==> src/rtl/buzzer_pkg.sv <==
// Shared types, constants and the priority-select helper for the buzzer arbiter.
package buzzer_pkg;

   localparam int unsigned MAX_PLAYERS             = 16;
   localparam int unsigned PRIO_W                  = 4;
   localparam int unsigned DEBOUNCE_CYCLES_DEFAULT = 100000;

   typedef enum logic [1:0] {
      ST_IDLE     = 2'd0,
      ST_ARMED    = 2'd1,
      ST_CAPTURED = 2'd2,
      ST_EXPIRED  = 2'd3
   } state_e;

   // First set bit at or after start, wrapping; unused upper mask bits must be zero,
   // which makes the 16-wide wrap behave like a wrap modulo the player count.
   function automatic logic [PRIO_W-1:0] onehot_prio(input logic [MAX_PLAYERS-1:0] mask,
                                                     input logic [PRIO_W-1:0]      start);
      logic [PRIO_W-1:0] idx;
      logic              found;
      onehot_prio = start;
      found       = 1'b0;
      for (int k = 0; k < MAX_PLAYERS; k++) begin
         idx = start + PRIO_W'(k);
         if (!found && mask[idx]) begin
            onehot_prio = idx;
            found       = 1'b1;
         end
      end
   endfunction

endpackage

==> src/rtl/btn_sync_debounce.sv <==
// One player button: 2-flop synchroniser, stability-counter debounce and a
// single-cycle press pulse on the debounced rising edge.
module btn_sync_debounce
   import buzzer_pkg::*;
#(
   parameter int unsigned DEBOUNCE_CYCLES = DEBOUNCE_CYCLES_DEFAULT
) (
   input  logic clk,
   input  logic rst,
   input  logic btn_raw_i,
   output logic press_o
);

   localparam int unsigned     CNT_W    = (DEBOUNCE_CYCLES > 1) ? $clog2(DEBOUNCE_CYCLES) : 1;
   localparam logic [CNT_W-1:0] CNT_LAST = CNT_W'(DEBOUNCE_CYCLES - 1);

   logic             sync1_q, sync2_q;
   logic             deb_q, deb_d;
   logic             press_q, press_d;
   logic [CNT_W-1:0] cnt_q, cnt_d;

   // Count consecutive disagreeing cycles; flip on the last one, clear on any agreement.
   always_comb begin
      cnt_d = '0;
      deb_d = deb_q;
      if (sync2_q != deb_q) begin
         if (cnt_q == CNT_LAST) begin
            deb_d = sync2_q;
         end else begin
            cnt_d = cnt_q + CNT_W'(1);
         end
      end
      press_d = deb_d & ~deb_q;
   end

   always_ff @(posedge clk) begin
      if (rst) begin
         sync1_q <= 1'b0;
         sync2_q <= 1'b0;
         deb_q   <= 1'b0;
         cnt_q   <= '0;
         press_q <= 1'b0;
      end else begin
         sync1_q <= btn_raw_i;
         sync2_q <= sync1_q;
         deb_q   <= deb_d;
         cnt_q   <= cnt_d;
         press_q <= press_d;
      end
   end

   assign press_o = press_q;

endmodule

==> src/rtl/buzzer_arbiter.sv <==
// N-player buzzer front end: debounced buttons, armed-round arbitration, latched result.
// BUZZER_ROTATE_PRIORITY_EN selects round-robin tie-break instead of lowest index.
module buzzer_arbiter
   import buzzer_pkg::*;
#(
   parameter  int unsigned NUM_PLAYERS     = 4,
   parameter  int unsigned SW_WIDTH        = 8,
   parameter  int unsigned DEBOUNCE_CYCLES = DEBOUNCE_CYCLES_DEFAULT,
   parameter  int unsigned TIMEOUT_CYCLES  = 0,
   localparam int unsigned ID_WIDTH        = $clog2(NUM_PLAYERS)
) (
   input  logic                            clk,
   input  logic                            rst,
   input  logic [NUM_PLAYERS-1:0]          btn_raw,
   input  logic [NUM_PLAYERS*SW_WIDTH-1:0] sw_raw,
   input  logic                            arm,
   input  logic                            ack,
   output logic                            armed,
   output logic                            winner_valid,
   output logic [ID_WIDTH-1:0]             winner_id,
   output logic [SW_WIDTH-1:0]             winner_sw,
   output logic [NUM_PLAYERS-1:0]          contenders,
   output logic                            tie,
   output logic                            timeout
);

   localparam int unsigned      TCNT_W     = (TIMEOUT_CYCLES > 1) ? $clog2(TIMEOUT_CYCLES) : 1;
   localparam logic [TCNT_W-1:0] TCNT_LAST  = TCNT_W'((TIMEOUT_CYCLES > 0) ? TIMEOUT_CYCLES - 1 : 0);
   localparam logic             TIMEOUT_EN = (TIMEOUT_CYCLES > 0);

   logic [NUM_PLAYERS-1:0]          press;
   logic [NUM_PLAYERS*SW_WIDTH-1:0] sw_s1_q, sw_s2_q;
   logic [SW_WIDTH-1:0]             sw_bank [NUM_PLAYERS];

   for (genvar g = 0; g < NUM_PLAYERS; g++) begin : g_player
      btn_sync_debounce #(
         .DEBOUNCE_CYCLES(DEBOUNCE_CYCLES)
      ) u_btn (
         .clk      (clk),
         .rst      (rst),
         .btn_raw_i(btn_raw[g]),
         .press_o  (press[g])
      );
      assign sw_bank[g] = sw_s2_q[g*SW_WIDTH +: SW_WIDTH];
   end

   state_e                 state_q, state_d;
   logic [TCNT_W-1:0]      tcnt_q, tcnt_d;
   logic [ID_WIDTH-1:0]    id_q, id_d;
   logic [SW_WIDTH-1:0]    sw_q, sw_d;
   logic [NUM_PLAYERS-1:0] cont_q, cont_d;
   logic                   tie_q, tie_d;
   logic                   armed_q, valid_q, timeout_q;
   logic [PRIO_W-1:0]      prio_start, sel;
   logic [ID_WIDTH-1:0]    sel_id;

`ifdef BUZZER_ROTATE_PRIORITY_EN
   logic [ID_WIDTH-1:0] ptr_q, ptr_d;

   // Pointer advances past the winner on every capture.
   always_comb begin
      ptr_d = ptr_q;
      if (state_q == ST_ARMED && state_d == ST_CAPTURED) begin
         ptr_d = (sel_id == ID_WIDTH'(NUM_PLAYERS - 1)) ? '0 : sel_id + ID_WIDTH'(1);
      end
   end

   always_ff @(posedge clk) begin
      if (rst) ptr_q <= '0;
      else     ptr_q <= ptr_d;
   end

   assign prio_start = PRIO_W'(ptr_q);
`else
   assign prio_start = '0;
`endif

   assign sel    = onehot_prio(MAX_PLAYERS'(press), prio_start);
   assign sel_id = ID_WIDTH'(sel);

   always_comb begin
      state_d = state_q;
      tcnt_d  = tcnt_q;
      id_d    = id_q;
      sw_d    = sw_q;
      cont_d  = cont_q;
      tie_d   = tie_q;
      case (state_q)
         ST_IDLE: begin
            if (arm) begin
               state_d = ST_ARMED;
               tcnt_d  = '0;
            end
         end
         ST_ARMED: begin
            // A press beats both a restart and an expiry in the same cycle.
            if (ack) begin
               state_d = ST_IDLE;
            end else if (|press) begin
               state_d = ST_CAPTURED;
               id_d    = sel_id;
               sw_d    = sw_bank[sel_id];
               cont_d  = press;
               tie_d   = ($countones(press) > 1);
            end else if (arm) begin
               tcnt_d = '0;
            end else if (TIMEOUT_EN && tcnt_q == TCNT_LAST) begin
               state_d = ST_EXPIRED;
            end else begin
               tcnt_d = tcnt_q + TCNT_W'(1);
            end
         end
         ST_CAPTURED: begin
            if (ack) begin
               state_d = ST_IDLE;
               id_d    = '0;
               sw_d    = '0;
               cont_d  = '0;
               tie_d   = 1'b0;
            end
         end
         ST_EXPIRED: begin
            if (ack) begin
               state_d = ST_IDLE;
            end else if (arm) begin
               state_d = ST_ARMED;
               tcnt_d  = '0;
            end
         end
         default: state_d = ST_IDLE;
      endcase
   end

   always_ff @(posedge clk) begin
      if (rst) begin
         state_q   <= ST_IDLE;
         tcnt_q    <= '0;
         id_q      <= '0;
         sw_q      <= '0;
         cont_q    <= '0;
         tie_q     <= 1'b0;
         armed_q   <= 1'b0;
         valid_q   <= 1'b0;
         timeout_q <= 1'b0;
         sw_s1_q   <= '0;
         sw_s2_q   <= '0;
      end else begin
         state_q   <= state_d;
         tcnt_q    <= tcnt_d;
         id_q      <= id_d;
         sw_q      <= sw_d;
         cont_q    <= cont_d;
         tie_q     <= tie_d;
         armed_q   <= (state_d == ST_ARMED);
         valid_q   <= (state_d == ST_CAPTURED);
         timeout_q <= (state_d == ST_EXPIRED);
         sw_s1_q   <= sw_raw;
         sw_s2_q   <= sw_s1_q;
      end
   end

   assign armed        = armed_q;
   assign winner_valid = valid_q;
   assign winner_id    = id_q;
   assign winner_sw    = sw_q;
   assign contenders   = cont_q;
   assign tie          = tie_q;
   assign timeout      = timeout_q;

endmodule

==> config.mk <==
export PLATFORM = sky130hd
export DESIGN_NAME = buzzer_arbiter
export DESIGN_NICKNAME = d
export VERILOG_FILES = /design/src/rtl/buzzer_pkg.sv /design/src/rtl/btn_sync_debounce.sv /design/src/rtl/buzzer_arbiter.sv
export SDC_FILE = /design/constraint.sdc
export NUM_CORES = 1
export LEC_CHECK = 0
export ABC_CLOCK_PERIOD_IN_PS = 2500
export BUFFER_PORTS_ARGS = -buffer_cell sky130_fd_sc_hd__buf_2
export CAP_MARGIN = 40
export CELL_PAD_IN_SITES_DETAIL_PLACEMENT = 1
export CELL_PAD_IN_SITES_GLOBAL_PLACEMENT = 1
export CORE_UTILIZATION = 49
export DETAILED_ROUTE_END_ITERATION = 10
export PLACE_DENSITY_LB_ADDON = 0.05
export SLEW_MARGIN = 20
export SYNTH_ARGS = -nofsm -noshare
export SYNTH_HDL_FRONTEND = slang
export SYNTH_SLANG_ARGS = --single-unit
==> constraint.sdc <==
create_clock -name clk -period 2.5 [get_ports clk]
set_input_delay 0 -clock clk [delete_from_list [all_inputs] [get_ports clk]]
set_output_delay 0 -clock clk [all_outputs]
set_load 0.01 [all_outputs]
== After elaboration in Yosys (flattened, before gate mapping) ==
Cells that the tools add are included.
Word-level totals
  bits in registers: 168
  bits of input ports: 40
  output and inout bits: 18
  logic and storage cells: 122
Cells by class
  add/subtract/negate cells: 7
  $lt $le $gt $ge: 2
  eq/ne operators: 17
  mux-type cells: 39
  bitwise logic cells: 13
  reductions and logical operators: 14
Operators by type and width (number)
  $add A17 B1 Y17 const B: 4
  $eq A17 B17 Y1 const B: 4
  $mux W8: 5
  $mux W2: 10
  $bmux W8 S2: 1
  $pmux W8 S2: 1
  $mux W1: 15
  $mux W4: 3
  $reduce_or A3 Y1: 4
  $eq A2 B2 Y1 const B: 4
  $not A1 Y1: 8
  $pmux W2 S4: 1
  $pmux W4 S2: 1
  $ne A2 B2 Y1 const B: 3
  $add A1 B1 Y2: 2
  $and A1 B1 Y1: 4
  $eq A2 B1 Y1 const B: 2
  $ne A1 B1 Y1: 4
  $pmux W2 S2: 1
  $reduce_and A4 Y1: 1
  $reduce_or A4 Y1: 1
  $add A2 B2 Y3: 1
  $ge A3 B3 Y1 const B: 1
  $gt A3 B1 Y1 const B: 1
  6 further kinds: 10

== Logic depth before layout (Yosys ltp) ==
  depth in word-level cells: 17
  depth in mapped cells: 7
  mapped depth without buffers: 6

== Cells and area by module ==
From an unflattened synthesis, not the netlist that was laid out.
Second synthesis, totals
  cell total of the unflattened synthesis: 669
  area total of the unflattened synthesis: 6483.7 um^2
By module, submodules not included
  buzzer_arbiter: instances 1, cells an instance 258, area an instance 2793.9 um^2, seq. area each 1681.6 um^2
  btn_sync_debounce at g_player[0].u_btn ...: instances 3, cells an instance 104, area an instance 915.9 um^2, seq. area each 420.4 um^2
  btn_sync_debounce at g_player[2].u_btn: instances 1, cells an instance 99, area an instance 942.2 um^2, seq. area each 420.4 um^2

== Least setup slack after synthesis ==
Ideal clock, no wire load.
  path kind: register to register
  from: reg g_player[2].u_btn.cnt_q[0]
  to: reg g_player[2].u_btn.cnt_q[10]
  setup time: 0.117 ns
  arrival time: 1.569 ns
  required time: 2.383 ns
  path slack: 0.814 ns
  stages on the path, launching flop included: 8
  buffers on the path: 2
  clock period less this slack: 1.686 ns
  cell sequence: dfxtp_1 > ha_1 > and4_1 > clkbuf_1 > nand4_1 > nand3_1 > buf_2 > nor2_1
On the way
  cells in the longest elaborated chain, start to end: 2
  elaborated cells on any way between the ends: 3
  classes of those cells: add/sub: 1; eq/ne: 1; reduce/logical: 1
Ends and longest elaborated chain
  from (decl): line btn_sync_debounce.sv:20  | logic [CNT_W-1:0] cnt_q, cnt_d;
  from (signal assigned): line btn_sync_debounce.sv:47  | cnt_q <= cnt_d;
  parallel branches: the longest is 2 deep, another holds $add A17 B1 Y17
Parallel ways; which one is timed is not known.
A chain may end at the register's enable or synchronous reset.

== Final worst setup path ==
  from: reg g_player[1].u_btn.press_q
  to: reg cont_q[1], in the netlist contenders[1]
On the way
  cells in the longest elaborated chain, start to end: 3
  elaborated cells on any way between the ends: 6
  classes of those cells: eq/ne: 1; mux: 3; reduce/logical: 2
Ends and longest elaborated chain
  from (decl): line btn_sync_debounce.sv:19  | logic press_q, press_d;
  from (signal assigned): line btn_sync_debounce.sv:48  | press_q <= press_d;
  $reduce_or A4 Y1 or $mux W4 (tied branches): line buzzer_arbiter.sv:99  | end else if (|press) begin
  $ne A2 B2 Y1 (no source line) or $mux W4 (tied branches)
  $reduce_and A4 Y1 (no source line) or $pmux W4 S2 (tied branches)
  to (signal assigned): line buzzer_arbiter.sv:152  | cont_q <= cont_d;
  to (decl): line buzzer_arbiter.sv:51  | logic [NUM_PLAYERS-1:0] cont_q, cont_d;
Several ways; a longest one is shown, not always the timed one. The select of a mux whose other input is x is not followed.

==> reports/metrics.csv <==
metric,value,unit
outcome,completed,
Yosys cell types,47,
largest net degree at the start of global routing,61,
"flops & latches, synth",168,
GRT Util Overall,0.264,
fin crit period,2.12,ns
max-cap viol count,0,
Detail Route Antenna Nets,0,
Int Power,4.27,mW
RD Place Congestion,0.802,
Post-Place Cells,856,
CTS tree,done,
Worst EP arrival,2.47,ns
Max Fclk,472,MHz
DR iter-0 viols,240,
Net Sw Power,1.34,mW
Synth Instances,653,
Comb pwr share,0.035,
share of flip-flops with an asynchronous set or reset,0,
IO Pins,58,
final max-slew violation count,0,
main flop type after synthesis,dfxtp_1,
maximum root-to-sink buffer count,2,
worst-margin pin slew,0.685,ns
Max VDD drop,0.565,mV
critical-path maximum fanout,14,
Area Overhead vs Synth,22.0,%
"Remaining Overflow, GRT",0,
Initial Util,0.504,
clock power share,0.474,
Synth area leader,dfxtp_1,
Max Clock Skew,0.0107,ns
Final setup viols,0,
setup_tns,0,ns
HP Class,input pin to flop,
synthesized area per cell,9.73,um2
setup ws final,0.383,ns
hpwl dp,9310,um
area share of the largest cell type after synthesis,0.529,
crit path kind,flop to flop,
clock slew at reported path FFs,0.07,ns
Tot Pwr,5.61,mW
Die Ht,116,um
routed len/inst,18.0,um
LEAKAGE,2.84,nW
Antenna Cells,0,
fill count,1429,
Finished Cell Area,0.00775,mm2
clock root buffer master,clkbuf_16,
Core Rows,41,
initial antenna violation count,0,
Mapped Area,0.00635,mm2
number of global-route vias before repair,5307,
DR pass1 iterations,4,
first-pass GRT wire length,26700,um
Power Density,724,mW/mm2
Sequential Power Share,0.491,
routed vias/inst,5.38,
Max-slew headroom,0.540,
Die Area,0.0134,mm2
Die W,116,um
pre-CTS setup slack,0.392,ns
Final Hold Viols,0,
final net count,789,
number of port buffers,57,
Worst setup SP type,flop,
Critical Path End Type,flop,
unrepaired setup endpoints after global routing,no,
CTS Buf Count,17,
WP data required,2.86,ns
register area share after synthesis,0.529,
crit share post-route,0.847,
final wirelength,16600,um
CTS H-Tree Depth,4,
Sinks on Clock Net,168,
syn_nets,700,
placed inst area,0.00676,mm2
drc violations,0,
"EDFF count, synth",0,
sw frac,0.239,
synth warn,0,
postcts setup bufs,0,
Core Region,0.0126,mm2
Post-Layout Cell Count,927,
worst skew pair latency,0.44,ns
layout cell share with drive strength beyond 1,0.131,
Synth area leaders,"dfxtp_1 53%, nor2b_1 7.1%, nor2_1 4.3%, xnor2_1 4.0%, xor2_1 3.9%",
vias,4988,
-- registers in the layout (all words and copies together), names as in the netlist --
name                    cells
g_player.u_btn.sync1_q      4
g_player.u_btn.cnt_q       68
sw_s2_q                    32
winner_sw                   8
timeout                     1
g_player.u_btn.sync2_q      4
sw_s1_q                    32
g_player.u_btn.deb_q        4
armed                       1
g_player.u_btn.press_o      4
contenders                  4
state_q                     2
winner_valid                1
tie                         1
winner_id                   2
-- area by class of cell --
cell class / count / area (um2) / area share
sequential: 168 / 3360 / 0.434
multi-input combinational: 445 / 2830 / 0.365
timing repair buffer: 99 / 698 / 0.0901
clock buffer: 17 / 425 / 0.0549
tap: 172 / 215 / 0.0278
clock inverter: 15 / 179 / 0.0231
inverter: 11 / 41.3 / 0.00533
-- logic make-up (layout without fill, tap and decap cells) --
kind of cell	count (synthesis)	in the layout	synth area share
AND/OR/NAND/NOR	322	322	0.283
multiplexers	13	13	0.0205
buffers and inverters	40	142	0.0254
adder cells (fa/ha/maj)	7	7	0.0150
AO/OA/AOI/OAI	46	46	0.0480
XOR/XNOR	57	57	0.0786
flip-flops	168	168	0.529
-- critical path, stage by stage (launching register included) --
cell and delay (ns):
dfxtp_1 0.34, inv_1 0.11, ha_1 0.16, buf_4 0.18
nor3b_2 0.44, o311a_1 0.58, nand2_1 0.12, o21ai_0 0.09
-- timing repair --
item	CTS	global route
hold endpoints to repair	43	0
hold buffers	39	0
resized for setup	0	0
setup endpoints to repair	0	0
-- power groups by stage --
stage	clock network, mW	registers (mW)	logic [mW]
5_1_grt	2.84	2.76	0.211
4_1_cts	2.69	2.75	0.183
6_report	2.66	2.76	0.194
3_3_place_gp	0	2.81	0.127
2_1_floorplan	0	2.81	0.0837
3_5_place_dp	0	2.81	0.134
-- path summary, 6_finish.rpt --
| check | depth (start not counted) | start | to | slack [ns] |
|---|---|---|---|---|
| setup reg to reg | 7 | g_player[1].u_btn.press_o$_SDFF_PP0_ | contenders[1]$_SDFFE_PP0P_ | 0.38 |
| setup / recovery | 7 | g_player[1].u_btn.press_o$_SDFF_PP0_ | contenders[1]$_SDFFE_PP0P_ | 0.38 |
| hold reg to reg | 1 | sw_s1_q[15]$_SDFF_PP0_ | sw_s2_q[15]$_SDFF_PP0_ | 0.45 |
| hold / removal | 3 | sw_raw[5] | sw_s1_q[5]$_SDFF_PP0_ | 0.31 |
-- synth_stat cells (2+ instances only) --
| library cell | count |
|---|---|
| clkbuf_1 | 19 |
| nand4_1 | 30 |
| nand3b_1 | 2 |
| and3_1 | 11 |
| nor3_1 | 13 |
| buf_2 | 9 |
| o31ai_1 | 3 |
| mux2i_1 | 13 |
| nor4bb_1 | 8 |
| a32o_1 | 8 |
| nor2b_1 | 72 |
| o21ai_0 | 8 |
| or4_1 | 3 |
| or3_1 | 3 |
| nand2_1 | 43 |
| o22ai_1 | 8 |
| and4_1 | 6 |
| inv_1 | 10 |
| xor2_1 | 28 |
| nor4b_1 | 8 |
| a21oi_1 | 13 |
| nand2b_1 | 4 |
| nor4_1 | 12 |
| nor2_1 | 72 |
| ha_1 | 6 |
| dfxtp_1 | 168 |
| xnor2_1 | 29 |
| nand3_1 | 25 |
-- placed cells by master (no fill, tap or decap), drive strengths merged, types with 4 or more instances in the layout --
master and instances:
a32o 8, nand3 27, nor3 13, buf 60, clkinv 6, nor4 13
mux2i 13, ha 6, nor2 72, a21oi 13, dlygate4sd3 39, nand4 30
xor2 28, o21ai 9, or4 4, nor2b 72, inv 18, and4 7
clkbuf 17, nand2 43, o22ai 8, nor4b 8, xnor2 29, and3 11
dfxtp 168, nand2b 4, nor4bb 8
-- layer usage --
metal | up-vias | track usage | routed length (um)
met2 | 80 | 0.498 | 9150
met1 | 2461 | 0.285 | 6770
met3 | 26 | 0.0685 | 437
met4 | 0 | 0.0863 | 278
li1 | 2421 | - | -
met5 | - | 0 | 0
-- per-stage QoR --
stage / hold slack (ns) / utilization
after floorplan: 0.0767 / -
after global placement: 0.208 / 0.535
after detailed placement: 0.214 / 0.535
after CTS: 0.284 / 0.614
after global routing: 0.327 / 0.614
final: 0.310 / 0.614
Power figures use the tool's default switching activity.
